$ cat src/rtl/nn_mem_pkg.sv
// Shared definitions for the neural-network memory path: the reader FSM state
// type and the default frame geometry, also used by the SRAM write controller.
package nn_mem_pkg;

  // One 28x28 image of 8-bit pixels, stored in a 1K-word SRAM.
  localparam int NUM_WORDS_DEF = 784;
  localparam int ADDR_W_DEF    = 10;
  localparam int DATA_W_DEF    = 8;
  localparam int RD_LAT_DEF    = 2;

  // Wide enough for the largest supported read latency (7).
  localparam int LAT_CNT_W = 3;

  localparam int CHECKSUM_W = 16;

  typedef enum logic [2:0] {
    IDLE,
    ISSUE,
    WAIT_RD,
    PRESENT,
    DONE
  } rd_state_e;

endpackage

$ cat src/rtl/sram_reader.sv
// Streams one frame of NUM_WORDS pixels out of a fixed-latency SRAM, one
// word at a time, over a valid/ready pixel interface.
// Optional build macro SRAM_READER_CHECKSUM_EN adds a 16-bit running sum of
// the accepted pixels on the checksum output.
module sram_reader
  import nn_mem_pkg::*;
#(
  parameter int NUM_WORDS = NUM_WORDS_DEF,
  parameter int ADDR_W    = ADDR_W_DEF,
  parameter int DATA_W    = DATA_W_DEF,
  parameter int RD_LAT    = RD_LAT_DEF
) (
  input  logic              clk,
  input  logic              reset_n,
  input  logic              start,
  input  logic              abort,
  output logic [ADDR_W-1:0] sram_addr,
  output logic              sram_rden,
  input  logic [DATA_W-1:0] sram_rdata,
  output logic [DATA_W-1:0] pix_data,
  output logic              pix_valid,
  input  logic              pix_ready,
  output logic              pix_last,
  output logic              busy,
  output logic              done
`ifdef SRAM_READER_CHECKSUM_EN
  ,
  output logic [CHECKSUM_W-1:0] checksum
`endif
);

  localparam logic [ADDR_W-1:0]    LAST_ADDR = ADDR_W'(NUM_WORDS - 1);
  localparam logic [LAT_CNT_W-1:0] LAT_LOAD  = LAT_CNT_W'(RD_LAT);

  rd_state_e            state;
  logic [LAT_CNT_W-1:0] lat_cnt;

  logic handshake;
  logic cancel;

  assign handshake = (state == PRESENT) && pix_ready;
  // Abort only means something while a frame is in flight.
  assign cancel    = abort && (state != IDLE);

  // Frame sequencer: address/latency counters and all registered outputs.
  // NOTE: reset is asynchronous (listed in the sensitivity list) and every
  // state register uses <= so all of them update together at the edge.
  always_ff @(posedge clk or negedge reset_n) begin
    if (!reset_n) begin
      state     <= IDLE;
      lat_cnt   <= '0;
      sram_addr <= '0;
      sram_rden <= 1'b0;
      pix_data  <= '0;
      pix_valid <= 1'b0;
      pix_last  <= 1'b0;
      busy      <= 1'b0;
      done      <= 1'b0;
    end else if (cancel) begin
      // Cancel wins over a same-cycle handshake; the frame is dropped silently.
      state     <= IDLE;
      lat_cnt   <= '0;
      sram_addr <= '0;
      sram_rden <= 1'b0;
      pix_valid <= 1'b0;
      pix_last  <= 1'b0;
      busy      <= 1'b0;
      done      <= 1'b0;
    end else begin
      unique case (state)
        IDLE: begin
          if (start) begin
            state     <= ISSUE;
            sram_addr <= '0;
            sram_rden <= 1'b1;
            busy      <= 1'b1;
          end
        end

        ISSUE: begin
          state     <= WAIT_RD;
          sram_rden <= 1'b0;
          lat_cnt   <= LAT_LOAD;
        end

        WAIT_RD: begin
          if (lat_cnt == LAT_CNT_W'(1)) begin
            state     <= PRESENT;
            lat_cnt   <= '0;
            pix_data  <= sram_rdata;
            pix_valid <= 1'b1;
            pix_last  <= (sram_addr == LAST_ADDR);
          end else begin
            lat_cnt <= lat_cnt - LAT_CNT_W'(1);
          end
        end

        PRESENT: begin
          if (pix_ready) begin
            pix_valid <= 1'b0;
            pix_last  <= 1'b0;
            if (sram_addr == LAST_ADDR) begin
              // Address stays on the last word; it is cleared on the way out.
              state <= DONE;
              done  <= 1'b1;
            end else begin
              state     <= ISSUE;
              sram_addr <= sram_addr + ADDR_W'(1);
              sram_rden <= 1'b1;
            end
          end
        end

        DONE: begin
          state     <= IDLE;
          sram_addr <= '0;
          done      <= 1'b0;
          busy      <= 1'b0;
        end

        default: begin
          state     <= IDLE;
          sram_addr <= '0;
          sram_rden <= 1'b0;
          pix_valid <= 1'b0;
          pix_last  <= 1'b0;
          busy      <= 1'b0;
          done      <= 1'b0;
        end
      endcase
    end
  end

`ifdef SRAM_READER_CHECKSUM_EN
  // Running modulo-2^16 sum of accepted pixels; holds after DONE until the next start.
  always_ff @(posedge clk or negedge reset_n) begin
    if (!reset_n) begin
      checksum <= '0;
    end else if (cancel || ((state == IDLE) && start)) begin
      checksum <= '0;
    end else if (handshake) begin
      checksum <= checksum + CHECKSUM_W'(pix_data);
    end
  end
`endif

endmodule

$ cat config.mk
export PLATFORM = sky130hd
export DESIGN_NAME = sram_reader
export DESIGN_NICKNAME = d
export VERILOG_FILES = /design/src/rtl/nn_mem_pkg.sv /design/src/rtl/sram_reader.sv
export SDC_FILE = /design/constraint.sdc
export NUM_CORES = 1
export LEC_CHECK = 0
export ABC_AREA = 1
export BUFFER_PORTS_ARGS = -buffer_cell sky130_fd_sc_hd__buf_2
export CORE_MARGIN = 2
export CORE_UTILIZATION = 48
export DETAILED_ROUTE_END_ITERATION = 8
export PLACE_DENSITY = 0.81
export SYNTH_ARGS = -nofsm -noshare
export SYNTH_HDL_FRONTEND = slang
export SYNTH_SLANG_ARGS = --single-unit
$ cat constraint.sdc
create_clock -name clk -period 1.25 [get_ports clk]
set_input_delay 0.1875 -clock clk [delete_from_list [all_inputs] [get_ports clk]]
set_output_delay 0.1875 -clock clk [all_outputs]
set_load 0.01 [all_outputs]
==> qor.yml, run 1 <==
timing:
  max_slew_margin: 0.719
  final_hold_viol_count: 0
  finalWorstSetupSlack_ps: -356
  maxSlewViolCount: 0
  timing.fmax_ghz: 0.623
  setup_viol: 37
  skew_ps: 23.6
  period_share: 1.29
  rsz0062_at_grt: "yes"
  min_period_ps: 1610
  tightest_slew_ps: 422
min_path:
  holdPathEnd: "pix_data[0]"
  whs_path_depth: 3
  holdCritStartpoint: "sram_rdata[0]"
  hold_path.class: "input port to register"
worst_setup_path:
  crit_chain: "nand2_4 -> buf_4 -> nor2_4 -> buf_2 -> nand3_1 -> nor2_2 -> nand2_2 -> nand2_1"
  path_delay_family: "simple AND/OR/NAND/NOR gates"
  worstReg2RegEnd: "sram_addr[2]"
  cp.required_ps: 1550
  rrSetupSlack_ps: -360
  cp.arrival_ps: 1910
  criticalPathCategory: "register to register"
  cp-end-kind: "register"
  cp_max_fo: 5
  crit_path_start_kind: "register"
  r2r_cells: 8
  r2r_start: "state[1]"
  crit_path_max_incr_delay_ps: 530
  path_buf_inv: 2
  slowest_stage: "dfrtp_2"
placement:
  dp_hpwl_um: 3020
  routabilityCongestion: 0.878
  port_buffers: 35
  postPlaceCellArea_sq_mm: 0.00218
job:
  cap_viol_max_count: 0
routing:
  dr_total_vias: 2218
  vias_per_cell: 5.95
  wl_met2_um: 3620
  wl_um: 7510
  drcViolationCount: 0
  wl_per_cell_um: 20.1
  top_layer: "met4"
  first_iter_violations: 175
  ant_nets: 0
  first_pass_iters: 6
  route.met3.wl_um: 689
  wl_met1_um: 2670
yosys:
  synth-seq-cells: 29
  synth_compound_area_frac: 0.0738
  ys_seq_area_frac: 0.446
  synth.distinct_cells: 28
  synth_xor_area_frac: 0.00538
  muxShareOfSynthArea: 0
  syn_inst: 223
  yosys.area_share.adder: 0.0231
  synth_fp_nets: 239
  syn_area_sq_mm: 0.00163
  syn_avg_cell_area_sq_um: 7.29
  synthSimpleGateAreaFrac: 0.367
  yosys_warnings: 0
  synth_top_family_by_area: "simple AND/OR/NAND/NOR gates"
finish:
  area_growth_pct: 79.7
  utilization: 0.890
  seqCellArea_sq_um: 732
  layout-drive-gt1-share: 0.583
  fin_area_sq_mm: 0.00292
  multi_input_area_sq_mm: 0.00116
  layout_commonest_cell: "nand2_1"
  fillers: 144
  final_cell_mix: "nand2_1, buf_4, buf_2, dfrtp_1, inv_1"
  nets: 341
global_route:
  grt_pass1_wl_um: 8780
  grt_pass1_vias: 1874
  track_usage: 0.294
  antenna_found_initial: 1
  grt_max_degree: 18
  grt-ovfl-total: 0
outcome:
  outcome: "complete, but fails checks"
  violations: "negative setup slack"
floorplan:
  initial_core_util: 0.495
  io_pins: 36
  die_height_um: 62.2
  die_x_um: 62.2
  rows: 21
  die-area_sq_mm: 0.00387
  core_sq_mm: 0.00328
clock_network:
  cts_buffers: 5
  path_clk_slew_ps: 120
  cts_tree: "done"
  clock_latency_ps: 390
  cts_max_path_buffers: 2
  cts_max_level: 2
  cts_root_buffer: "clkbuf_4"
  cts_sinks: 29
power_and_ir_drop:
  p_leak_uw: 0.00146
  ir_drop_mv: 1.36
  p_per_area_mw_per_mm2: 1970
stage by stage:
stage	instances	total power, uW	worst slack [ps]	hold slack, ps	TNS (ps)
final	373	5750	-356	21.9	-6720
after global routing	373	5980	-429	31.7	-8470
after CTS	364	4740	-189	54.1	-2880
after global placement	339	3170	-247	130	-3310
after detailed placement	339	3220	-319	131	-4530
after floorplan	223	2490	-108	-108	-1010
how the worst max path moves through the flow:
stage,startpoint,to,slack [ps],depth (start not counted)
finish,state[1],sram_addr[2],-360,8
detailed placement,state[2],sram_addr[1],-320,9
CTS,state[1],sram_addr[5],-190,8
floorplan,sram_addr[1],sram_addr[0],-110,9
global placement,sram_addr[1],sram_addr[5],-250,9
global route,state[1],sram_addr[2],-430,9
worst register-to-register path, stage by stage (launching register included):
cell and delay (ps):
dfrtp_2 530, nand2_4 100, buf_4 160, nor2_4 110, buf_2 220, nand3_1 110, nor2_2 140, nand2_2 80
nand2_1 70
registers in the layout, summed over array words and instances (netlist names):
name / cells
busy: 1
done: 1
lat_cnt: 3
pix_data: 8
pix_last: 1
pix_valid: 1
sram_addr: 10
sram_rden: 1
state: 3
synth_stat cells:
cell / instances / share of area
a21oi_1: 4 / 0.012
o21ai_1: 6 / 0.018
nor4_1: 1 / 0.0038
o22ai_1: 2 / 0.0077
nand3b_1: 3 / 0.014
inv_2: 2 / 0.0046
dfrtp_1: 29 / 0.45
nor3_1: 1 / 0.0031
nand3_2: 2 / 0.012
nand2_1: 73 / 0.17
nor2_4: 1 / 0.0069
o21ai_0: 10 / 0.031
nand4_1: 3 / 0.012
xnor2_1: 1 / 0.0054
clkbuf_1: 1 / 0.0023
nand2_2: 3 / 0.012
ha_1: 3 / 0.023
nor2_2: 3 / 0.012
inv_1: 27 / 0.062
buf_6: 1 / 0.0069
or2_2: 1 / 0.0038
nor2_1: 21 / 0.048
nand2_4: 1 / 0.0069
clkinv_1: 1 / 0.0023
nor3_2: 1 / 0.0062
nand3_1: 19 / 0.058
buf_2: 2 / 0.0062
o21bai_1: 1 / 0.0046
layout make-up:
class	instances	area share
multi-input combinational	163	0.398
timing repair buffer	96	0.258
sequential	29	0.250
inverter	30	0.0428
tap	46	0.0197
clock buffer	6	0.0176
clock inverter	2	0.0128
antenna	1	0.000856
timing repair:
item | in CTS | in global routing
pin swaps | 16 | 29
hold endpoints to repair | 15 | 0
gates resized for setup | 49 | 77
hold buffers | 1 | 0
buffers inserted | 12 | 12
setup endpoints to repair | 32 | 35
cloned | 4 | 1
metal layers:
metal | vias up | GRT usage
met2 | 176 | 0.500
li1 | 919 | -
met1 | 1067 | 0.351
met4 | 0 | 0.147
met5 | - | 0
met3 | 56 | 0.0670
cell families (layout without fill, tap and decap cells):
logic type | Yosys count | in the layout
simple gates | 133 | 136
flops | 29 | 29
fa+ha+maj | 3 | 3
other cells | 0 | 1
xor+xnor | 1 | 1
buf+inv | 34 | 134
compound gates | 23 | 23
report_power, final:
group	internal [uW]	switching, uW
combinational	1500	1930
sequential	1190	232
clock	475	425
Note: power is estimated with default switching activity, not from simulation.
==> run 2: changes to the inputs <==
--- a/config.mk
+++ b/config.mk
@@ -7,10 +7,11 @@
 export LEC_CHECK = 0
 export ABC_AREA = 1
 export BUFFER_PORTS_ARGS = -buffer_cell sky130_fd_sc_hd__buf_2
-export CORE_MARGIN = 2
+export CORE_MARGIN = 10
 export CORE_UTILIZATION = 48
 export DETAILED_ROUTE_END_ITERATION = 8
 export PLACE_DENSITY = 0.81
+export REMOVE_ABC_BUFFERS = 1
 export SYNTH_ARGS = -nofsm -noshare
 export SYNTH_HDL_FRONTEND = slang
 export SYNTH_SLANG_ARGS = --single-unit
==> run 2 against run 1 <==
The flow still finishes with violations (negative setup slack). Clock skew is 3.5 ps higher. Sequential power up 4%. Non-clock buffer count rose by 1. Global-route usage fell by 11 points. Combinational power up 1%. Sequential share of layout area down 0.49 points. Final area grew 1.6%. Setup slack got worse by 38 ps. Hold slack better by 40 ps. Utilization increased by 0.73 points. Final cell count is 0.54% lower.
==> qor.yml, run 2 (same netlist as run 1, synthesis figures left out) <==
timing:
  maxSlewViolCount: 0  # unchanged
  finalWorstSetupSlack_ps: -395  # was -356 ps
  period_share: 1.32  # was 1.29
  skew_ps: 27.0  # was 23.6 ps
  max_slew_margin: 0.721  # was 0.719
  tightest_slew_ps: 419  # was 422 ps
  final_hold_viol_count: 0  # unchanged
  rsz0062_at_grt: "yes"  # unchanged
  hold_slack_ps: 62.1  # was 21.9 ps
  min_period_ps: 1640  # was 1610 ps
  timing.fmax_ghz: 0.608  # was 0.623 GHz
  setup_viol: 34  # was 37
clock_network:
  cts_root_buffer: "clkbuf_4"  # unchanged
  clock_latency_ps: 350  # was 390 ps
  path_clk_slew_ps: 130  # was 120 ps
  cts_tree: "done"  # unchanged
  cts_max_level: 2  # unchanged
  cts_buffers: 5  # unchanged
  cts_sinks: 29  # unchanged
  cts_max_path_buffers: 2  # unchanged
finish:
  layout-drive-gt1-share: 0.594  # was 0.583
  layout_commonest_cell: "nand2_1"  # unchanged
  largest_register_ffs: 10  # unchanged
  area_growth_pct: 82.6  # was 79.7%
  utilization: 0.897  # was 0.890
  regMostFlops: "sram_addr"  # unchanged
  nets: 340  # was 341
  fin_cells: 371  # was 373
  fin_area_sq_mm: 0.00297  # was 0.00292 sq mm
  reg_top3: "sram_addr: 10 flops, pix_data: 8 flops"  # unchanged
  final_cell_mix: "nand2_1, buf_4, buf_2, dfrtp_1, inv_1"  # unchanged
  fillers: 137  # was 144
  num_antenna_cells: 0  # was 1
min_path:
  whs_path_depth: 3  # unchanged
  hold_path.class: "input port to register"  # unchanged
routing:
  wl_per_cell_um: 22.2  # was 20.1 um
  drcViolationCount: 0  # unchanged
  first_pass_iters: 5  # was 6
  ant_nets: 0  # unchanged
  vias_per_cell: 5.85  # was 5.95
  wl_um: 8250  # was 7510 um
  dr_total_vias: 2171  # was 2218
  first_iter_violations: 208  # was 175
worst_setup_path:
  path_buf_inv: 1  # was 2
  path_depth: 9  # was 8
  path_delay_family: "simple AND/OR/NAND/NOR gates"  # unchanged
  rrSetupSlack_ps: -390  # was -360 ps
  cp_max_fo: 5  # unchanged
  crit_chain: "nor2_1 -> nand2_1 -> nor2_2 -> nand3_2 -> nand2_4 -> nor2_4 -> buf_6 -> nand2_2 -> o21ai_1"  # was nand2_4 -> buf_4 -> nor2_4 -> buf_2 -> nand3_1 -> nor2_2 -> nand2_2 -> nand2_1
  cp.arrival_ps: 1860  # was 1910 ps
  cp.required_ps: 1470  # was 1550 ps
  crit_path_max_incr_delay_ps: 440  # was 530 ps
  criticalPathCategory: "register to register"  # unchanged
  crit_path_start_kind: "register"  # unchanged
  r2r_cells: 9  # was 8
  cp-end-kind: "register"  # unchanged
  slowest_stage: "dfrtp_1"  # was dfrtp_2
placement:
  placedCellCount: 343  # was 339
  routabilityCongestion: 0.870  # was 0.878
  port_buffers: 35  # unchanged
  postPlaceCellArea_sq_mm: 0.00218  # unchanged
  dp_hpwl_um: 3390  # was 3020 um
power_and_ir_drop:
  p_per_area_mw_per_mm2: 1960  # was 1970 mW/mm^2
  p_leak_uw: 0.00150  # was 0.00146 uW
  ir_drop_mv: 1.23  # was 1.36 mV
job:
  cap_viol_max_count: 0  # unchanged
floorplan:
  core_sq_mm: 0.00331  # was 0.00328 sq mm
  die-area_sq_mm: 0.00612  # was 0.00387 sq mm
  io_pins: 36  # unchanged
  initial_core_util: 0.491  # was 0.495
  die_height_um: 78.2  # was 62.2 um
  die_x_um: 78.2  # was 62.2 um
  rows: 21  # unchanged
outcome:
  violations: "negative setup slack"  # unchanged
  outcome: "complete, but fails checks"  # unchanged
global_route:
  grt_pass1_wl_um: 9030  # was 8780 um
  use_met1: 0.188  # was 0.351
  antenna_found_initial: 0  # was 1
  grt_pass1_vias: 1957  # was 1874
  top_usage_layer: "met2"  # unchanged
  grtUsageMet2: 0.336  # was 0.500
  grt-ovfl-total: 0  # unchanged
  met3_usage: 0.0342  # was 0.0670
  track_usage: 0.180  # was 0.294
  grt_max_degree: 19  # was 18
[run 2: cell types whose count changed in the layout (fill, tap and decap cells not counted), moves of 2 or more]
| cell | previous run | this run |
|---|---|---|
| buf_4 | 40 | 37 |
| clkbuf_16 | 0 | 2 |
| dfrtp_1 | 24 | 26 |
| dfrtp_2 | 5 | 3 |
| nand2_1 | 50 | 45 |
| nand2_4 | 8 | 13 |
| nand3_1 | 12 | 14 |
| nand3_2 | 5 | 3 |
| nand3_4 | 7 | 4 |
| nor2_1 | 9 | 7 |
| nor2_4 | 10 | 14 |
[run 2: cell type report]
class,instances,area (sq um),share of cell area
multi-input cells,161,1170,0.394
repair buffers,97,797,0.268
flip-flops and latches,29,729,0.246
inverters,30,128,0.0430
well taps,46,57.6,0.0194
clock buffers,6,51.3,0.0173
clock inverters,2,37.5,0.0126
[run 2: worst reg2reg max path, cell delays in order, from the launching register on]
cell	delay [ps]
dfrtp_1	440
nor2_1	190
nand2_1	100
nor2_2	150
nand3_2	140
nand2_4	150
nor2_4	80
buf_6	130
nand2_2	60
o21ai_1	80
[run 2: metal layers]
metal	wire length (um)	share of wire	vias up
li1	-	-	912
met1	2790	0.34	1030
met2	4130	0.50	162
met3	583	0.071	67
met4	739	0.090	0
met5	0	0	-
[run 2: final timing paths]
| check | startpoint | endpoint |
|---|---|---|
| worst max-delay path | sram_addr[7] | sram_addr[4] |
| worst min-delay path | sram_rdata[2] | pix_data[2] |
| worst max register to register | sram_addr[7] | sram_addr[4] |
| worst min register to register | sram_rden | sram_rden |
| max in group asynchronous | reset_n | state[1] |
| min in group asynchronous | reset_n | sram_addr[7] |
[run 2: timing repair]
item                                    CTS  global route
pin swaps                                12            28
gates cloned                              2             4
endpoints found under the setup margin   29            33
hold endpoints to repair                 15             0
setup buffers                             8             9
hold buffers                              1             0
resized for setup                        64            80
[run 2: where the power goes]
part           leakage [uW]  switching (uW)  internal, uW
Sequential         0.000384             286          1190
Clock             0.0000445             400           475
Combinational       0.00107            1970          1500
Total               0.00150            2660          3170
[run 2: metrics by stage]
stage | setup slack [ps] | TNS, ps | total power [uW]
finish | -395 | -6970 | 5830
floorplan | -351 | -3810 | 2360
global route | -416 | -8360 | 6020
CTS | -151 | -2630 | 4550
global placement | -255 | -3110 | 3170
detailed placement | -349 | -4530 | 3230
